===== config.mk =====
export PLATFORM = sky130hd
export DESIGN_NAME = xor_reduce_pipe_flat
export DESIGN_NICKNAME = d
export VERILOG_FILES = /design/src/rtl/xor_tree_pkg.sv /design/src/rtl/xor_reduce_pipe_if.sv /design/src/rtl/xor6_level.sv /design/src/rtl/xor_reduce_pipe.sv /design/src/flat_wrapper.sv
export SDC_FILE = /design/constraint.sdc
export NUM_CORES = 1
export LEC_CHECK = 0
export CORE_AREA = 2 2 106 108
export CTS_BUF_LIST = sky130_fd_sc_hd__clkbuf_16
export DETAILED_ROUTE_END_ITERATION = 16
export DIE_AREA = 0 0 108 110
export PLACE_DENSITY = 0.77
export SLEW_MARGIN = 10
export SYNTH_ARGS = -nofsm -noshare
export SYNTH_HDL_FRONTEND = slang
export SYNTH_SLANG_ARGS = --single-unit

===== constraint.sdc =====
create_clock -name clk -period 1.6 [get_ports clk]
set_input_delay 0.24 -clock clk [delete_from_list [all_inputs] [get_ports clk]]
set_output_delay 0.24 -clock clk [all_outputs]
set_load 0.02 [all_outputs]

===== src/rtl/xor_tree_pkg.sv =====
// Shared constants, types and elaboration-time helpers for the pipelined XOR parity tree.
package xor_tree_pkg;

    localparam int WIDTH_MIN    = 2;
    localparam int WIDTH_MAX    = 1296;
    localparam int CHANNELS_MIN = 1;
    localparam int CHANNELS_MAX = 16;
    localparam int REG_MIN      = 1;
    localparam int REG_MAX      = 4;
    localparam int FANIN        = 6;

    typedef enum logic {
        ST_IDLE = 1'b0,
        ST_PKT  = 1'b1
    } frame_state_e;

    typedef struct packed {
        logic v;
        logic sop;
        logic eop;
    } ctrl_t;

    function automatic int ceil_div(input int a, input int b);
        return (a + b - 1) / b;
    endfunction

    // Smallest d with 6^d >= n: the number of 6-input XOR levels needed.
    function automatic int clog6(input int n);
        int     d;
        longint cap;
        d   = 0;
        cap = 1;
        while (cap < longint'(n)) begin
            cap = cap * FANIN;
            d   = d + 1;
        end
        return d;
    endfunction

    function automatic int level_width(input int width, input int lvl);
        int n;
        n = width;
        for (int i = 0; i < lvl; i++) n = ceil_div(n, FANIN);
        return n;
    endfunction

endpackage


===== src/rtl/xor_reduce_pipe_if.sv =====
// Lane data, framing controls and parity results of the XOR reduction pipe.
interface xor_reduce_pipe_if #(
    parameter int WIDTH    = 64,
    parameter int CHANNELS = 4
);
    logic [WIDTH*CHANNELS-1:0] din;
    logic                      din_valid;
    logic                      din_sop;
    logic                      din_eop;
    logic                      err_clr;
    logic [CHANNELS-1:0]       word_par;
    logic                      word_valid;
    logic [CHANNELS-1:0]       acc_par;
    logic                      acc_valid;
    logic                      frame_err;

    modport master (
        output din, din_valid, din_sop, din_eop, err_clr,
        input  word_par, word_valid, acc_par, acc_valid, frame_err
    );

    modport slave (
        input  din, din_valid, din_sop, din_eop, err_clr,
        output word_par, word_valid, acc_par, acc_valid, frame_err
    );
endinterface


===== src/rtl/xor6_level.sv =====
// One combinational level of the parity tree: each output bit is the XOR of six inputs,
// with the last group zero-padded.
module xor6_level
    import xor_tree_pkg::*;
#(
    parameter int N = 6
) (
    input  logic [N-1:0]                in_i,
    output logic [ceil_div(N, 6)-1:0]   out_o
);
    localparam int M = ceil_div(N, FANIN);

    logic [FANIN*M-1:0] padded;

    // NOTE: default the whole vector first so the partial write cannot infer a latch.
    always_comb begin
        padded         = '0;
        padded[N-1:0]  = in_i;
    end

    for (genvar m = 0; m < M; m++) begin : g_node
        assign out_o[m] = ^padded[FANIN*m +: FANIN];
    end

endmodule


===== src/rtl/xor_reduce_pipe.sv =====
// Multi-lane pipelined parity engine with per-packet running parity and sticky framing error.
module xor_reduce_pipe
    import xor_tree_pkg::*;
#(
    parameter int WIDTH     = 64,
    parameter int CHANNELS  = 4,
    parameter int REG_EVERY = 2
) (
    input  logic              clk,
    input  logic              arst_n,
    xor_reduce_pipe_if.slave  bus
);
    localparam int D = clog6(WIDTH);
    localparam int P = ceil_div(D, REG_EVERY);

    if (WIDTH < WIDTH_MIN || WIDTH > WIDTH_MAX) begin : g_bad_width
        $error("xor_reduce_pipe: WIDTH out of range");
    end
    if (CHANNELS < CHANNELS_MIN || CHANNELS > CHANNELS_MAX) begin : g_bad_channels
        $error("xor_reduce_pipe: CHANNELS out of range");
    end
    if (REG_EVERY < REG_MIN || REG_EVERY > REG_MAX) begin : g_bad_reg_every
        $error("xor_reduce_pipe: REG_EVERY out of range");
    end

    logic [CHANNELS-1:0] word_par;

    for (genvar c = 0; c < CHANNELS; c++) begin : g_lane
        for (genvar l = 1; l <= D; l++) begin : g_lvl
            localparam int NI = level_width(WIDTH, l - 1);
            localparam int NO = level_width(WIDTH, l);

            logic [NI-1:0] lvl_in;
            logic [NO-1:0] lvl_comb;
            logic [NO-1:0] lvl_o;

            if (l == 1) begin : g_first
                assign lvl_in = bus.din[c*WIDTH +: WIDTH];
            end else begin : g_next
                assign lvl_in = g_lvl[l-1].lvl_o;
            end

            xor6_level #(.N(NI)) u_level (
                .in_i  (lvl_in),
                .out_o (lvl_comb)
            );

            if ((l % REG_EVERY) == 0 || l == D) begin : g_reg
                logic [NO-1:0] lvl_q;
                // NOTE: sequential state uses non-blocking assignments so every flop samples pre-edge values.
                always_ff @(posedge clk or negedge arst_n) begin
                    if (!arst_n) lvl_q <= '0;
                    else         lvl_q <= lvl_comb;
                end
                assign lvl_o = lvl_q;
            end else begin : g_comb
                assign lvl_o = lvl_comb;
            end
        end

        assign word_par[c] = g_lvl[D].lvl_o[0];
    end

    // Framing qualifiers travel beside the tree so they line up with word_par.
    ctrl_t ctrl_d;
    ctrl_t ctrl_q [P];
    ctrl_t ctrl_out;

    always_comb begin
        ctrl_d.v   = bus.din_valid;
        ctrl_d.sop = bus.din_valid & bus.din_sop;
        ctrl_d.eop = bus.din_valid & bus.din_eop;
    end

    // NOTE: every delay-line stage is reset so in-flight words are dropped, not flushed, on reset.
    always_ff @(posedge clk or negedge arst_n) begin
        if (!arst_n) begin
            for (int i = 0; i < P; i++) ctrl_q[i] <= '0;
        end else begin
            ctrl_q[0] <= ctrl_d;
            for (int i = 1; i < P; i++) ctrl_q[i] <= ctrl_q[i-1];
        end
    end

    assign ctrl_out = ctrl_q[P-1];

    frame_state_e        state_q;
    logic [CHANNELS-1:0] acc_q;
    logic [CHANNELS-1:0] acc_d;
    logic [CHANNELS-1:0] acc_par_q;
    logic                acc_valid_q;
    logic                frame_err_q;

    assign acc_d = acc_q ^ word_par;

    // Error writes come after the clear so a same-cycle error keeps frame_err set.
    always_ff @(posedge clk or negedge arst_n) begin
        if (!arst_n) begin
            state_q     <= ST_IDLE;
            acc_q       <= '0;
            acc_par_q   <= '0;
            acc_valid_q <= 1'b0;
            frame_err_q <= 1'b0;
        end else begin
            acc_valid_q <= 1'b0;
            if (bus.err_clr) frame_err_q <= 1'b0;
            if (ctrl_out.v) begin
                unique case (state_q)
                    ST_IDLE: begin
                        if (ctrl_out.sop) begin
                            acc_q <= word_par;
                            if (ctrl_out.eop) begin
                                acc_par_q   <= word_par;
                                acc_valid_q <= 1'b1;
                            end else begin
                                state_q <= ST_PKT;
                            end
                        end else begin
                            frame_err_q <= 1'b1;
                        end
                    end
                    ST_PKT: begin
                        if (ctrl_out.sop) begin
                            frame_err_q <= 1'b1;
                            acc_q       <= word_par;
                            if (ctrl_out.eop) begin
                                acc_par_q   <= word_par;
                                acc_valid_q <= 1'b1;
                                state_q     <= ST_IDLE;
                            end
                        end else begin
                            acc_q <= acc_d;
                            if (ctrl_out.eop) begin
                                acc_par_q   <= acc_d;
                                acc_valid_q <= 1'b1;
                                state_q     <= ST_IDLE;
                            end
                        end
                    end
                endcase
            end
        end
    end

    assign bus.word_par   = word_par;
    assign bus.word_valid = ctrl_out.v;
    assign bus.acc_par    = acc_par_q;
    assign bus.acc_valid  = acc_valid_q;
    assign bus.frame_err  = frame_err_q;

endmodule


===== src/flat_wrapper.sv =====
// flat-port wrapper written by rule: the top's interface ports become plain ports
module xor_reduce_pipe_flat import xor_tree_pkg::*;
#(
    parameter int WIDTH     = 64,
    parameter int CHANNELS  = 4,
    parameter int REG_EVERY = 2
)
  (clk, arst_n, bus_din, bus_din_valid, bus_din_sop, bus_din_eop, bus_err_clr, bus_word_par, bus_word_valid, bus_acc_par, bus_acc_valid, bus_frame_err);
  xor_reduce_pipe_if #(.WIDTH(WIDTH), .CHANNELS(CHANNELS)) bus_i ();
  input  logic clk;
  input  logic arst_n;
  input wire logic [$bits(bus_i.din)-1:0] bus_din;
  input wire logic [$bits(bus_i.din_valid)-1:0] bus_din_valid;
  input wire logic [$bits(bus_i.din_sop)-1:0] bus_din_sop;
  input wire logic [$bits(bus_i.din_eop)-1:0] bus_din_eop;
  input wire logic [$bits(bus_i.err_clr)-1:0] bus_err_clr;
  output wire logic [$bits(bus_i.word_par)-1:0] bus_word_par;
  output wire logic [$bits(bus_i.word_valid)-1:0] bus_word_valid;
  output wire logic [$bits(bus_i.acc_par)-1:0] bus_acc_par;
  output wire logic [$bits(bus_i.acc_valid)-1:0] bus_acc_valid;
  output wire logic [$bits(bus_i.frame_err)-1:0] bus_frame_err;
  assign bus_i.din = bus_din;
  assign bus_i.din_valid = bus_din_valid;
  assign bus_i.din_sop = bus_din_sop;
  assign bus_i.din_eop = bus_din_eop;
  assign bus_i.err_clr = bus_err_clr;
  assign bus_word_par = bus_i.word_par;
  assign bus_word_valid = bus_i.word_valid;
  assign bus_acc_par = bus_i.acc_par;
  assign bus_acc_valid = bus_i.acc_valid;
  assign bus_frame_err = bus_i.frame_err;
  xor_reduce_pipe #(.WIDTH(WIDTH), .CHANNELS(CHANNELS), .REG_EVERY(REG_EVERY)) u_core (.clk(clk), .arst_n(arst_n), .bus(bus_i));
endmodule

==> metrics list <==
* Power dissipated by switching net loads: 1680 uW
* Crit share post-route: a little over nine tenths
- Hold buffers post-CTS: 0
- Worst EP arrival: roughly 1.7 ns
- After synthesis the netlist holds a flip-flop and latch count of 29.
- XOR/XNOR Fraction of Synth Area: about two thirds
- Dividing the synthesized area by the synthesized cell count gives a little under 10 um^2.
- Net switching is 31.3% of the power.
* Vertical die dimension: ~110 um
- Pin placement for this block handled ~270 I/O pins.
- Launch point of the critical path: bus_din[3]
- The total count of hold-check failures in the final report was 0.
* Non-filler cells, final: ~760
- Startpoint of the worst hold path: u_core.ctrl_q[3]
- Number of warnings reported in the yosys synthesis log: 0
* IO Port Bufs: between 200 and 300
- Synth Net Count: about 600
* Starting DRC count in detailed routing: 74
- Combinational logic is responsible for between 50% and 60% of the overall power.
* Type of the most critical hold path: flop to flop
- Prior to clock tree synthesis, the placed netlist has a worst setup slack of -0.367 ns.
- Across all setup checks in the final design, the least slack found is 0.0346 ns.
- Leak: approximately 0.0028 uW
* P&R area growth vs syn: 101%
- Area share of fa/ha/maj cells after synthesis: 0%
- Number of buffers on the longest clock path: 2
- Count of nets after finishing: about 880
* Cell count after synthesis: between 300 and 400
- Post-Route Setup TNS: 0 ns
- TritonCTS buffer count: 5
- Count of buffers added by post-CTS timing repair for setup: 0
- Setup crit end kind: flop
* Share of cells above drive strength 1: 5.19%
- The worst path in the final design needs a cycle of approximately 1.6 ns, including I/O delays and setup.
- Proportion of synthesized area in mux cells: 0%
- The total overflow left after global routing is 0.
- The later pin in the worst-skew pair is clocked with a latency of between 0.2 and 0.3 ns.
- Startpoint type of the worst setup path: input port
* Vias/cell: 4.22
- Crit Path Max Fanout: 1
- The congestion estimate from routability-driven global placement came to 0.857.
- Global routing consumed, over all layers together, approximately 16% of the routing resources.
- After detailed routing, the number of remaining DRC violations is 0.
* # setup viols final: 0
- By area, the combinational part of the netlist is dominated by XOR/XNOR gates.
* Antenna violations before repair: 0
- The floorplan step defined a die boundary enclosing about 12000 um^2.
- After clock tree synthesis, the clock-pin slew on the worst setup and hold paths is roughly 0.05 ns.
- Die Width: about 110 um
* Core region area: ~11000 um^2
- The HPWL after detailed placement is 9270 um.
- Timing-limited maximum frequency: between 0.6 and 0.7 GHz
* First-pass GRT wire length: 14800 um
- Dividing the detail-routed wire length by the instance count gives 13.6 um.
- Worst reg2reg startpoint: u_core.bus.word_valid
- Kind of critical path: input port to flop
- The number of global-route vias before repair was 3417.
* Diodes inserted: 0
* Initial core utilization: between 30% and 40%
* Area of the mapped netlist: ~3300 um^2
- Count of different cell masters after synthesis: 20
- Pin count of the biggest net entering global routing: 30
- The synthesized netlist devotes about 2.3% of its cell area to simple gates.
- Relative slew slack: roughly 68%
- CTS sink count: 29
* Sequential cell area fraction in the yosys report: roughly 22%
* Required time of the critical path: around 1.8 ns
* Cell-internal power: around 3700 uW
- The detail route stage leaves a number of antenna-violating nets equal to 0.
- TritonCTS built the clock tree.
- The H-tree was split into 2 levels.
- Placed Instances: around 750
- Cell area power density: 816 nW/um^2
- Of the total power, the clock network draws around a fifth.
* Vias after detailed routing: 3188
- Proportion of power drawn by flip-flops and latches: about 23%
- Detailed-routing iteration count for the pre-antenna-repair pass: 4
* Worst Max-Slew Pin Slew: 0.482 ns
* Worst clock skew: roughly 0.0018 ns
- The final layout contains routed wiring with a total length of ~10000 um.
- Across the run, the number of max-cap violations was 0.
- Summing the areas of all compound-gate instances in the mapped netlist gives around 5.0% of the synthesized area.
- Count of final max-slew check failures: 0
- IR analysis of the VDD net gives a maximum drop of around 0.83 mV.
- After floorplanning, the core was divided into 38 placement rows.
- Outcome: finished, final reports clean
* Clk root buf: clkbuf_16
==> per-layer routing <==
metal | GRT usage (%) | routed length, um
met1 | 15.0 | 3090
met2 | 33.2 | 6120
met3 | 4.53 | 796
met4 | 3.94 | 252
met5 | 0 | 0
==> per-stage QoR <==
stage	cell area [um^2]	hold slack (ns)	utilization (%)	power (uW)
after floorplan	3270	-0.0556	-	3220
after global placement	6160	0.337	57.5	4280
after detailed placement	6160	0.340	57.5	4350
after CTS	6350	0.352	59.4	5410
after global routing	6570	0.356	61.5	5740
final	6570	0.349	61.5	5360
==> area by class of cell <==
| class | instances | area, um^2 |
|---|---|---|
| repair buffers | 275 | 2830 |
| clock inverters | 3 | 41.3 |
| multi-input cells | 295 | 2640 |
| clock buffers | 5 | 125 |
| flip-flops and latches | 29 | 726 |
| fillers | 906 | 4120 |
| well taps | 140 | 175 |
| inverters | 9 | 33.8 |
==> worst max-delay path, cell delays in order <==
cell	delay, ns
clkdlybuf4s50_1	0.45
xnor2_2	0.17
xnor2_2	0.15
xnor2_1	0.22
xnor3_1	0.36
xnor2_1	0.13
==> what timing repair did <==
| item | 4_1_cts | 5_1_grt |
|---|---|---|
| pin swaps | 23 | 50 |
| endpoints found under the setup margin | 4 | 7 |
| resized for setup | 19 | 57 |
==> sequential cells by signal (all words and copies together) (netlist names) <==
register	flops
u_core.acc_q	4
u_core.bus.acc_valid	1
u_core.bus.acc_par	4
u_core.ctrl_out	2
u_core.bus.frame_err	1
u_core.state_q	1
u_core.ctrl_q	3
u_core.bus.word_valid	1
u_core.g_lane.g_lvl.g_reg.lvl_q	12
==> Yosys cell counts <==
master	number	area [um^2]
nor2_1	10	37.5
a22o_1	1	8.76
a31oi_1	2	12.5
o22ai_1	2	12.5
a21oi_1	10	50.1
xnor2_1	212	1860
buf_1	1	3.75
clkbuf_1	1	3.75
a32oi_1	1	8.76
nand2_1	5	18.8
xnor3_1	4	90.1
dfrtp_1	29	726
xor2_1	33	289
inv_1	9	33.8
buf_4	4	30.0
o31ai_1	2	15.0
and2_1	3	18.8
o221ai_1	1	8.76
o21ai_0	8	40.0
o32ai_1	1	8.76
==> final timing paths <==
| path | end | slack [ns] | cells past startpoint |
|---|---|---|---|
| worst max-delay path | u_core.g_lane[0].g_lvl[2].g_reg.lvl_q[0] | 0.03 | 6 |
| worst min-delay path | u_core.ctrl_out[0] | 0.35 | 0 |
| worst max register to register | u_core.bus.acc_par[1] | 0.28 | 4 |
| worst min register to register | u_core.ctrl_out[0] | 0.35 | 0 |
| max in group asynchronous | u_core.g_lane[3].g_lvl[2].g_reg.lvl_q[1] | 0.96 | 2 |
| min in group asynchronous | u_core.bus.acc_par[1] | 0.36 | 2 |
==> layout by cell type, fill, tap and decap left out <==
master and instances:
xor2_1 31, a31oi_1 2, bufinv_16 1, clkbuf_16 5
a22o_1 1, clkdlybuf4s50_1 218, nor2_1 10, o21ai_0 8
dlymetal6s2s_1 41, nand2_1 5, dfrtp_1 29, o221ai_1 1
o32ai_1 1, xnor2_2 20, a21oi_1 10, clkinv_1 1
o31ai_1 2, xnor3_1 4, inv_1 9, clkinvlp_4 1
o22ai_1 2, xnor2_1 192, buf_4 3, dlygate4sd2_1 13
and2_1 3, a32oi_1 1, xor2_2 2
==> cells by family (layout without fill, tap and decap cells) <==
family          after synthesis  count (layout)
xor+xnor                    249             249
compound gates               28              28
buf+inv                      15             292
simple gates                 18              18
flops                        29              29
==> power by group through the flow <==
stage	combinational (uW)	sequential, uW	clock (uW)
after floorplan	2010	1200	0
after global placement	3080	1200	0
after detailed placement	3140	1220	0
after CTS	3150	1210	1060
after global routing	3400	1240	1100
final	3120	1210	1030
(Power assumes the default switching activity.)
